`src/rtl/run_ctrl_pkg.sv`:
```
// Shared definitions for the CPU run-mode sequencer.
// Mode codes match the display/IO path; the FSM state code is the mode code.
package run_ctrl_pkg;

    localparam logic [3:0] MODE_LOAD   = 4'd2;
    localparam logic [3:0] MODE_IDLE   = 4'd4;
    localparam logic [3:0] MODE_RUN    = 4'd5;
    localparam logic [3:0] MODE_IOWAIT = 4'd6;
    localparam logic [3:0] MODE_STEP   = 4'd7;

    // Default length of the CPU reset pulse, in clk_i cycles (1..15)
    localparam int unsigned RST_CYCLES_DEF = 4;

    typedef enum logic [3:0] {
        ST_LOAD   = MODE_LOAD,
        ST_IDLE   = MODE_IDLE,
        ST_RUN    = MODE_RUN,
        ST_IOWAIT = MODE_IOWAIT,
        ST_STEP   = MODE_STEP
    } state_e;

    // States in which the CPU is allowed to execute
    function automatic logic is_exec_state(input state_e s);
        return (s == ST_RUN) || (s == ST_STEP);
    endfunction

endpackage

```
`src/rtl/run_ctrl_fsm_sat_counter.sv`:
```
// Enable/clear saturating up-counter used for the executed-cycle count.
// Clear wins over increment; the count sticks at all-ones instead of wrapping.
module sat_counter #(
    parameter int unsigned W = 32
) (
    input  logic         clk_i,
    input  logic         rst_n_i,
    input  logic         en_i,
    input  logic         clr_i,
    output logic [W-1:0] cnt_o
);

    logic [W-1:0] cnt_q;

    // Count register: clear, saturating increment, or hold
    always_ff @(posedge clk_i or negedge rst_n_i) begin
        if (!rst_n_i) begin
            cnt_q <= {W{1'b0}};
        end else if (clr_i) begin
            cnt_q <= {W{1'b0}};
        end else if (en_i && !(&cnt_q)) begin
            cnt_q <= cnt_q + {{(W-1){1'b0}}, 1'b1};
        end else begin
            cnt_q <= cnt_q;
        end
    end

    assign cnt_o = cnt_q;

endmodule

```
`src/rtl/run_ctrl_fsm.sv`:
```
// CPU run-mode sequencer: arbitrates load/start/halt/IO-wait requests into one
// mode, drives CPU clock-enable and reset, and counts executed cycles.
// Optional single-step support is built when RUN_CTRL_SINGLE_STEP_EN is defined.
module run_ctrl_fsm
    import run_ctrl_pkg::*;
#(
    parameter int unsigned CNT_W      = 32,
    parameter int unsigned RST_CYCLES = RST_CYCLES_DEF
) (
    input  logic             clk_i,
    input  logic             rst_n_i,
    input  logic             load_req_i,
    input  logic             load_done_i,
    input  logic             start_i,
    input  logic             step_i,
    input  logic             halt_i,
    input  logic             io_req_i,
    input  logic             io_ack_i,
    input  logic             cnt_clr_i,
    output logic [3:0]       mode_o,
    output logic             cpu_ce_o,
    output logic             cpu_rst_n_o,
    output logic             load_err_o,
    output logic [CNT_W-1:0] cycle_cnt_o
);

    localparam logic [3:0] RST_LOAD = 4'(RST_CYCLES);

    state_e     state_q, state_d;
    logic [3:0] rcnt_q, rcnt_d;
    logic       ce_q, ce_d;
    logic       rstn_q, rstn_d;
    logic       err_q, err_d;
    logic       load_ok_s;

`ifndef RUN_CTRL_SINGLE_STEP_EN
    // The step button has no effect in this build
    logic step_unused_s;
    assign step_unused_s = step_i;
`endif

    // Next-state, reset-pulse countdown and sticky load-error decision
    always_comb begin
        state_d   = state_q;
        err_d     = err_q;
        load_ok_s = 1'b0;
        if (rcnt_q != 4'd0) begin
            rcnt_d = rcnt_q - 4'd1;
        end else begin
            rcnt_d = 4'd0;
        end

        case (state_q)
            ST_IDLE: begin
                if (load_req_i) begin
                    state_d = ST_LOAD;
                end else if (start_i) begin
                    state_d = ST_RUN;
`ifdef RUN_CTRL_SINGLE_STEP_EN
                end else if (step_i) begin
                    state_d = ST_STEP;
`endif
                end else begin
                    state_d = ST_IDLE;
                end
            end
            ST_LOAD: begin
                if (load_done_i) begin
                    // Fresh program: pulse CPU reset and restart the count
                    state_d   = ST_IDLE;
                    rcnt_d    = RST_LOAD;
                    load_ok_s = 1'b1;
                end else if (!load_req_i) begin
                    state_d = ST_IDLE;
                    err_d   = 1'b1;
                end else begin
                    state_d = ST_LOAD;
                end
            end
            ST_RUN: begin
                if (load_req_i) begin
                    state_d = ST_LOAD;
                end else if (io_req_i) begin
                    state_d = ST_IOWAIT;
                end else if (halt_i) begin
                    state_d = ST_IDLE;
                end else begin
                    state_d = ST_RUN;
                end
            end
            ST_IOWAIT: begin
                // A dropped io_req_i without ack keeps waiting for the user
                if (load_req_i) begin
                    state_d = ST_LOAD;
                end else if (io_ack_i) begin
                    state_d = ST_RUN;
                end else begin
                    state_d = ST_IOWAIT;
                end
            end
`ifdef RUN_CTRL_SINGLE_STEP_EN
            ST_STEP: begin
                if (load_req_i) begin
                    state_d = ST_LOAD;
                end else begin
                    state_d = ST_IDLE;
                end
            end
`endif
            default: begin
                state_d = ST_IDLE;
            end
        endcase

        // A new load attempt forgets the previous failure
        if ((state_d == ST_LOAD) && (state_q != ST_LOAD)) begin
            err_d = 1'b0;
        end else begin
            err_d = err_d;
        end

        rstn_d = (rcnt_d == 4'd0);
        ce_d   = is_exec_state(state_d) && rstn_d;
    end

    // State and registered outputs
    always_ff @(posedge clk_i or negedge rst_n_i) begin
        if (!rst_n_i) begin
            state_q <= ST_IDLE;
            rcnt_q  <= RST_LOAD;
            ce_q    <= 1'b0;
            rstn_q  <= 1'b0;
            err_q   <= 1'b0;
        end else begin
            state_q <= state_d;
            rcnt_q  <= rcnt_d;
            ce_q    <= ce_d;
            rstn_q  <= rstn_d;
            err_q   <= err_d;
        end
    end

    sat_counter #(
        .W (CNT_W)
    ) u_cycle_cnt (
        .clk_i   (clk_i),
        .rst_n_i (rst_n_i),
        .en_i    (ce_q),
        .clr_i   (cnt_clr_i | load_ok_s),
        .cnt_o   (cycle_cnt_o)
    );

    assign mode_o      = state_q;
    assign cpu_ce_o    = ce_q;
    assign cpu_rst_n_o = rstn_q;
    assign load_err_o  = err_q;

endmodule

```
`config.mk`:
```
export PLATFORM = sky130hd
export DESIGN_NAME = run_ctrl_fsm
export DESIGN_NICKNAME = d
export VERILOG_FILES = /design/src/rtl/run_ctrl_pkg.sv /design/src/rtl/run_ctrl_fsm_sat_counter.sv /design/src/rtl/run_ctrl_fsm.sv
export SDC_FILE = /design/constraint.sdc
export NUM_CORES = 1
export LEC_CHECK = 0
export BUFFER_PORTS_ARGS = -buffer_cell sky130_fd_sc_hd__buf_4
export CORE_UTILIZATION = 35
export CTS_BUF_LIST = sky130_fd_sc_hd__clkbuf_4 sky130_fd_sc_hd__clkbuf_8 sky130_fd_sc_hd__clkbuf_16
export CTS_CLUSTER_SIZE = 14
export DETAILED_ROUTE_END_ITERATION = 10
export PLACE_DENSITY_LB_ADDON = 0.05
export SYNTH_ARGS = -nofsm -noshare
export SYNTH_HDL_FRONTEND = slang
export SYNTH_SLANG_ARGS = --single-unit
export TNS_END_PERCENT = 50
```
`constraint.sdc`:
```
create_clock -name clk_i -period 2.4 [get_ports clk_i]
set_input_delay 0.36 -clock clk_i [delete_from_list [all_inputs] [get_ports clk_i]]
set_output_delay 0.36 -clock clk_i [all_outputs]
set_load 0.01 [all_outputs]
```
* Word level (Yosys, flattened, before mapping)
Index checks and enable logic that the tools add are counted.
Storage, ports and cells: latch bits 0, output and inout port bits 39, bits in read-only memories 0, logic and storage cells 51, bits of input ports 10, memories 0, bits in registers 43, bits in writable memories 0
Operators by class: divide/modulo/power cells 0, shift operators 0, multiplexer cells 21, eq/ne operators 10, multipliers 0, $lt $le $gt $ge 0, add/subtract/negate cells 2, bitwise gates (word level) 1, reduce and logical (&&, ||, !) cells 11
Operators with widths (number):
- $mux 32 | 2
- $add 32x1->32 const B | 1
- $reduce_and 32->1 | 1
- $eq 4x3->1 const B | 5
- $pmux 4 s4 | 1
- $mux 3 | 5
- $mux 4 | 3
- $eq 4x2->1 const B | 2
- $mux 1 | 8
- $logic_not 4->1 | 1
- $mux 2 | 2
- $ne 2x1->1 const B | 2
- $ne 4x2->1 const B | 1
- $reduce_bool 2->1 | 2
- $reduce_bool 4->1 | 1
- $sub 4x1->4 const B | 1
- $logic_and 1x1->1 | 3
- $reduce_and 3->1 | 1
- $logic_not 1->1 | 1
- $logic_or 1x1->1 | 1
- $or 1x1->1 | 1

* Depth between registers and ports, before layout
depth after elaboration 8, gate-level depth with buffers 7, depth with buffers taken out 6

* Cells and area by module
Synthesis repeated with hierarchy kept, for this count alone.
Unflattened totals: cells, all modules 240, area, all modules 2364.8 µm²
By module, submodules not included:
- sat_counter | cells an instance 190, area each 1865.5 µm², seq. area each 800.8 µm², instances 1
- run_ctrl_fsm | cells an instance 50, area each 499.2 µm², seq. area each 252.7 µm², instances 1

* Worst setup path after synthesis
No wires, ideal clock.
kind register to register, start register state_q[0], in the netlist mode_o[0], end register u_cycle_cnt.cnt_q[31], in the netlist u_cycle_cnt.cnt_o[31], path slack 0.371 ns, required time 2.322 ns, arrival time 1.951 ns, clock period less this slack 2.029 ns, setup time 0.078 ns, path buffers 1, cell stages (with the launch flop) 7, path through dfrtp_1 -> nand4bb_4 -> a211oi_4 -> nand3_2 -> buf_6 -> or4_1 -> a21oi_1
On the way: longest elaborated chain between the ends 4, elaborated cells between the ends (all ways) 5, classes of those cells 1 x eq/ne; 2 x mux; 1 x bitwise; 1 x reduce/logical
Ends and longest elaborated chain:
- start: declaration | line run_ctrl_fsm.sv:29 | state_e state_q, state_d;
- start signal: assignment | line run_ctrl_fsm.sv:135 | state_q <= state_d;
- $eq 4x2->1 (*) | line run_ctrl_fsm.sv:53 | case (state_q)
- $mux 1 (*) | line run_ctrl_fsm.sv:53
- $or 1x1->1 (*) | line run_ctrl_fsm.sv:149 | .clr_i (cnt_clr_i | load_ok_s),
- $mux 32 or $reduce_bool 2->1 (tied branches)
- end signal: assignment | line run_ctrl_fsm_sat_counter.sv:18 | cnt_q <= {W{1'b0}};
- end signal: assignment | line run_ctrl_fsm_sat_counter.sv:20 | cnt_q <= {W{1'b0}};
- end signal: assignment | line run_ctrl_fsm_sat_counter.sv:22 | cnt_q <= cnt_q + {{(W-1){1'b0}}, 1'b1};
- end: declaration | line run_ctrl_fsm_sat_counter.sv:13 | logic [W-1:0] cnt_q;
Every way passes the cells marked *; elsewhere a longest branch is shown, timed or not. A chain may end at the register's enable or synchronous reset.

* Final worst setup path
start register u_cycle_cnt.cnt_q[5], in the netlist u_cycle_cnt.cnt_o[5], end register u_cycle_cnt.cnt_q[28], in the netlist u_cycle_cnt.cnt_o[28]
On the way: longest elaborated chain between the ends 4, elaborated cells between the ends (all ways) 7, classes of those cells 1 x add/sub; 2 x mux; 4 x reduce/logical
Ends and longest elaborated chain:
- branches (longest 4 deep; another with $add 32x1->32)
Parallel ways; which one is timed is not known. The select of a mux whose other input is x is not followed.

==> flow_summary.yaml <==
status:
  status: "finished, violations left"
  violations: "DRC"
synthesis:
  ys_ff_latch: 42
  synth-edff-count: 0
  ys_seq_area_share_pct: 44.39
  synth_area_leaders: "dfrtp_1 42%, or4_1 5.7%, a21oi_1 5.3%, o31ai_1 4.1%, nand3_1 4.0%"
  netlist_area_sq_um: 2374
  syn_inst: 255
  yosys_warnings: 0
  synth_common_cells: "40 x dfrtp_1, 25 x a21oi_1, 25 x nand2_1, 19 x nand3_1, 18 x or4_1"
  yosysMostFrequentCell: "dfrtp_1"
  syn_avg_cell_area_sq_um: 9.308
  synth_ff_type: "dfrtp_1"
  async_flop_share_pct: 100.0
  ys_types: 46
  netlist.area_leader.share_pct: 42.17
  syn_nets: 266
  synth_top_area_cell: "dfrtp_1"
timing:
  rsz0062_at_grt: "no"
  fmax_ghz: 0.4661
  fin_tns_setup_ns: 0
  max_slew.worst_pin.slew_ns: 0.7242
  setup_ws_ns: 0.2547
  period_needed_ns: 2.145
  slew_viol_final: 0
  slew-limit-headroom_pct: 51.54
  fin_crit_sh_pct: 89.39
  setup_violations: 0
  hold_viol: 0
  fin_skew_ns: 0.005748
final_layout:
  syn_to_final_growth_pct: 24.88
  num_antenna_cells: 0
  final_nets: 325
  final_util_pct: 45.89
  multi_input_area_sq_um: 1235
  regArea_sq_um: 1054
  fill_cells: 653
  drive_gt1_share_pct: 26.35
  final_area_sq_um: 2964
setup_path:
  worstSetupPathType: "flip-flop to flip-flop"
  max_stage_delay_ns: 0.56
  crit_arrival_ns: 2.37
  cp-end-kind: "flip-flop"
  critical_path.max_fanout: 6
  critical_path.startpoint_type: "flip-flop"
  critPathTopFamily: "simple AND/OR/NAND/NOR gates"
  rr_worst_depth: 5
  r2r_end: "u_cycle_cnt.cnt_o[28]"
  cp_slowest_cell: "or4_4"
  path_cells: "nand4_2 -> or2_1 -> or4_4 -> or4_1 -> a21oi_1"
  required_ns: 2.63
  cp_num_buf_inv: 0
  rrSetupSlack_ns: 0.25
  r2r_start: "u_cycle_cnt.cnt_o[5]"
cts:
  cts_buffers: 5
  postCtsSetupRepairBufs: 0
  clock-root-buffer: "clkbuf_8"
  cts_num_sinks: 42
  tritoncts: "yes"
  post_cts_resized: 0
  postCtsHoldBufs: 0
  clock_latency_ns: 0.30
  cts_max_level: 2
  cts_buffer_depth: 2
  clkSlewWorstSetupHoldPaths_ns: 0.08
floorplan:
  die_w_microns: 84.35
  start_util_pct: 36.75
  dieHeight_microns: 84.35
  placementRows: 29
  die_area_sq_um: 7115
  core_area_sq_um: 6459
  ios: 49
global_route:
  gr-total-overflow: 0
  grt_pass1_vias: 2015
  track_usage_pct: 17.28
  antenna_found_initial: 0
  grt_pass1_wl_microns: 9832
  grt_max_degree: 43
place:
  dpl_worst_slack_ns: 0.1859
  gp_congestion: 0.7393
  place_area_sq_um: 2861
  dp_hpwl_microns: 4272
  portBuffers: 46
route:
  drt-total-wl_microns: 5930
  drt_first_iter_violations: 81
  drc_errors: 6
  first_pass_iters: 7
  via_per_inst: 5.594
  route.vias.total: 2193
  drtAntennaViolNets: 0
  wl_per_cell_microns: 15.13
power:
  p_leak_nw: 1.271
  power_density_nw_per_um2: 543.3
  vdd_ir_drop_max_uv: 465.1
hold_path:
  hold_path_class: "input port to async pin"
run:
  maxCapViolations: 0
[state kept, by name, summed over array words and instances (netlist names)]
name and count:
u_cycle_cnt.cnt_o 32, rcnt_q 4, mode_o 3, cpu_ce_o 1, cpu_rst_n_o 1, load_err_o 1
[where the power goes]
part / internal [mW] / leakage (nW) / switching, mW / total, mW
registers: 0.763 / 0.571 / 0.0700 / 0.833
logic: 0.136 / 0.653 / 0.149 / 0.285
clock network: 0.232 / 0.0472 / 0.261 / 0.492
total: 1.13 / 1.27 / 0.480 / 1.61
[cells by family (layout without fill, tap and decap cells)]
group / count (synthesis) / in the layout / share of synthesized area (%)
XOR/XNOR: 2 / 2 / 0.7381
multiplexers: 3 / 3 / 1.265
other: 1 / 1 / 0.1580
flip-flops: 42 / 42 / 44.39
buffers and inverters: 15 / 75 / 3.901
adder cells (fa/ha/maj): 1 / 1 / 0.5271
AO/OA/AOI/OAI: 65 / 65 / 17.18
AND/OR/NAND/NOR: 126 / 126 / 31.84
[per-stage QoR]
stage	hold WS, ns	power [mW]	std cells
4_1_cts	0.06994	1.629	392
3_3_place_gp	0.3962	1.134	384
5_1_grt	0.09316	1.693	392
3_5_place_dp	0.3956	1.137	384
6_report	0.04568	1.610	392
2_1_floorplan	0.06441	1.000	255
[layer usage]
| metal | share of wire, % | up-vias | routed length (microns) | GRT usage, % |
|---|---|---|---|---|
| met2 | 46 | 34 | 2707 | 28.32 |
| li1 | - | 1098 | - | - |
| met4 | 0.96 | 0 | 57 | 4.622 |
| met3 | 3.2 | 8 | 188 | 3.343 |
| met1 | 50 | 1053 | 2977 | 23.52 |
| met5 | 0 | - | 0 | 0 |
[worst max-delay path by stage]
stage | start | to | slack (ns) | cells after the start
6_report | u_cycle_cnt.cnt_o[5] | u_cycle_cnt.cnt_o[28] | 0.25 | 5
5_1_grt | u_cycle_cnt.cnt_o[5] | u_cycle_cnt.cnt_o[23] | 0.05 | 5
4_1_cts | u_cycle_cnt.cnt_o[27] | u_cycle_cnt.cnt_o[5] | 0.16 | 4
3_5_place_dp | u_cycle_cnt.cnt_o[27] | u_cycle_cnt.cnt_o[5] | 0.19 | 4
3_3_place_gp | u_cycle_cnt.cnt_o[27] | u_cycle_cnt.cnt_o[5] | 0.20 | 4
2_1_floorplan | mode_o[0] | u_cycle_cnt.cnt_o[31] | 0.37 | 6
[cell usage in the layout, fill, tap and decap left out, types with 2 or more instances in the layout]
cell | Yosys | routed
a21oi_1 | 25 | 25
and4_1 | 4 | 4
and3_1 | 3 | 3
or2b_1 | 2 | 2
or2_1 | 2 | 2
dfrtp_1 | 40 | 40
nand3_1 | 19 | 19
inv_1 | 5 | 5
xor2_1 | 2 | 2
mux2i_1 | 3 | 3
o31ai_1 | 13 | 13
or3_1 | 9 | 9
nor3_1 | 7 | 7
nor2_1 | 13 | 13
clkbuf_8 | 0 | 6
nand4_2 | 2 | 2
buf_4 | 1 | 62
and2_1 | 2 | 2
nand4_1 | 7 | 7
nand2_1 | 25 | 25
nor3b_1 | 2 | 2
o21ai_0 | 15 | 15
or4_1 | 18 | 18
dfstp_2 | 2 | 2
o211ai_1 | 6 | 6
[area by class of cell]
class	instances	area share [%]
Multi-Input combinational cell	198	41.66
Sequential cell	42	35.54
Timing Repair Buffer	62	15.70
Tap cell	77	3.250
Clock buffer	6	2.786
Inverter	5	0.6332
Clock inverter	2	0.4221
(Power assumes the default switching activity.)
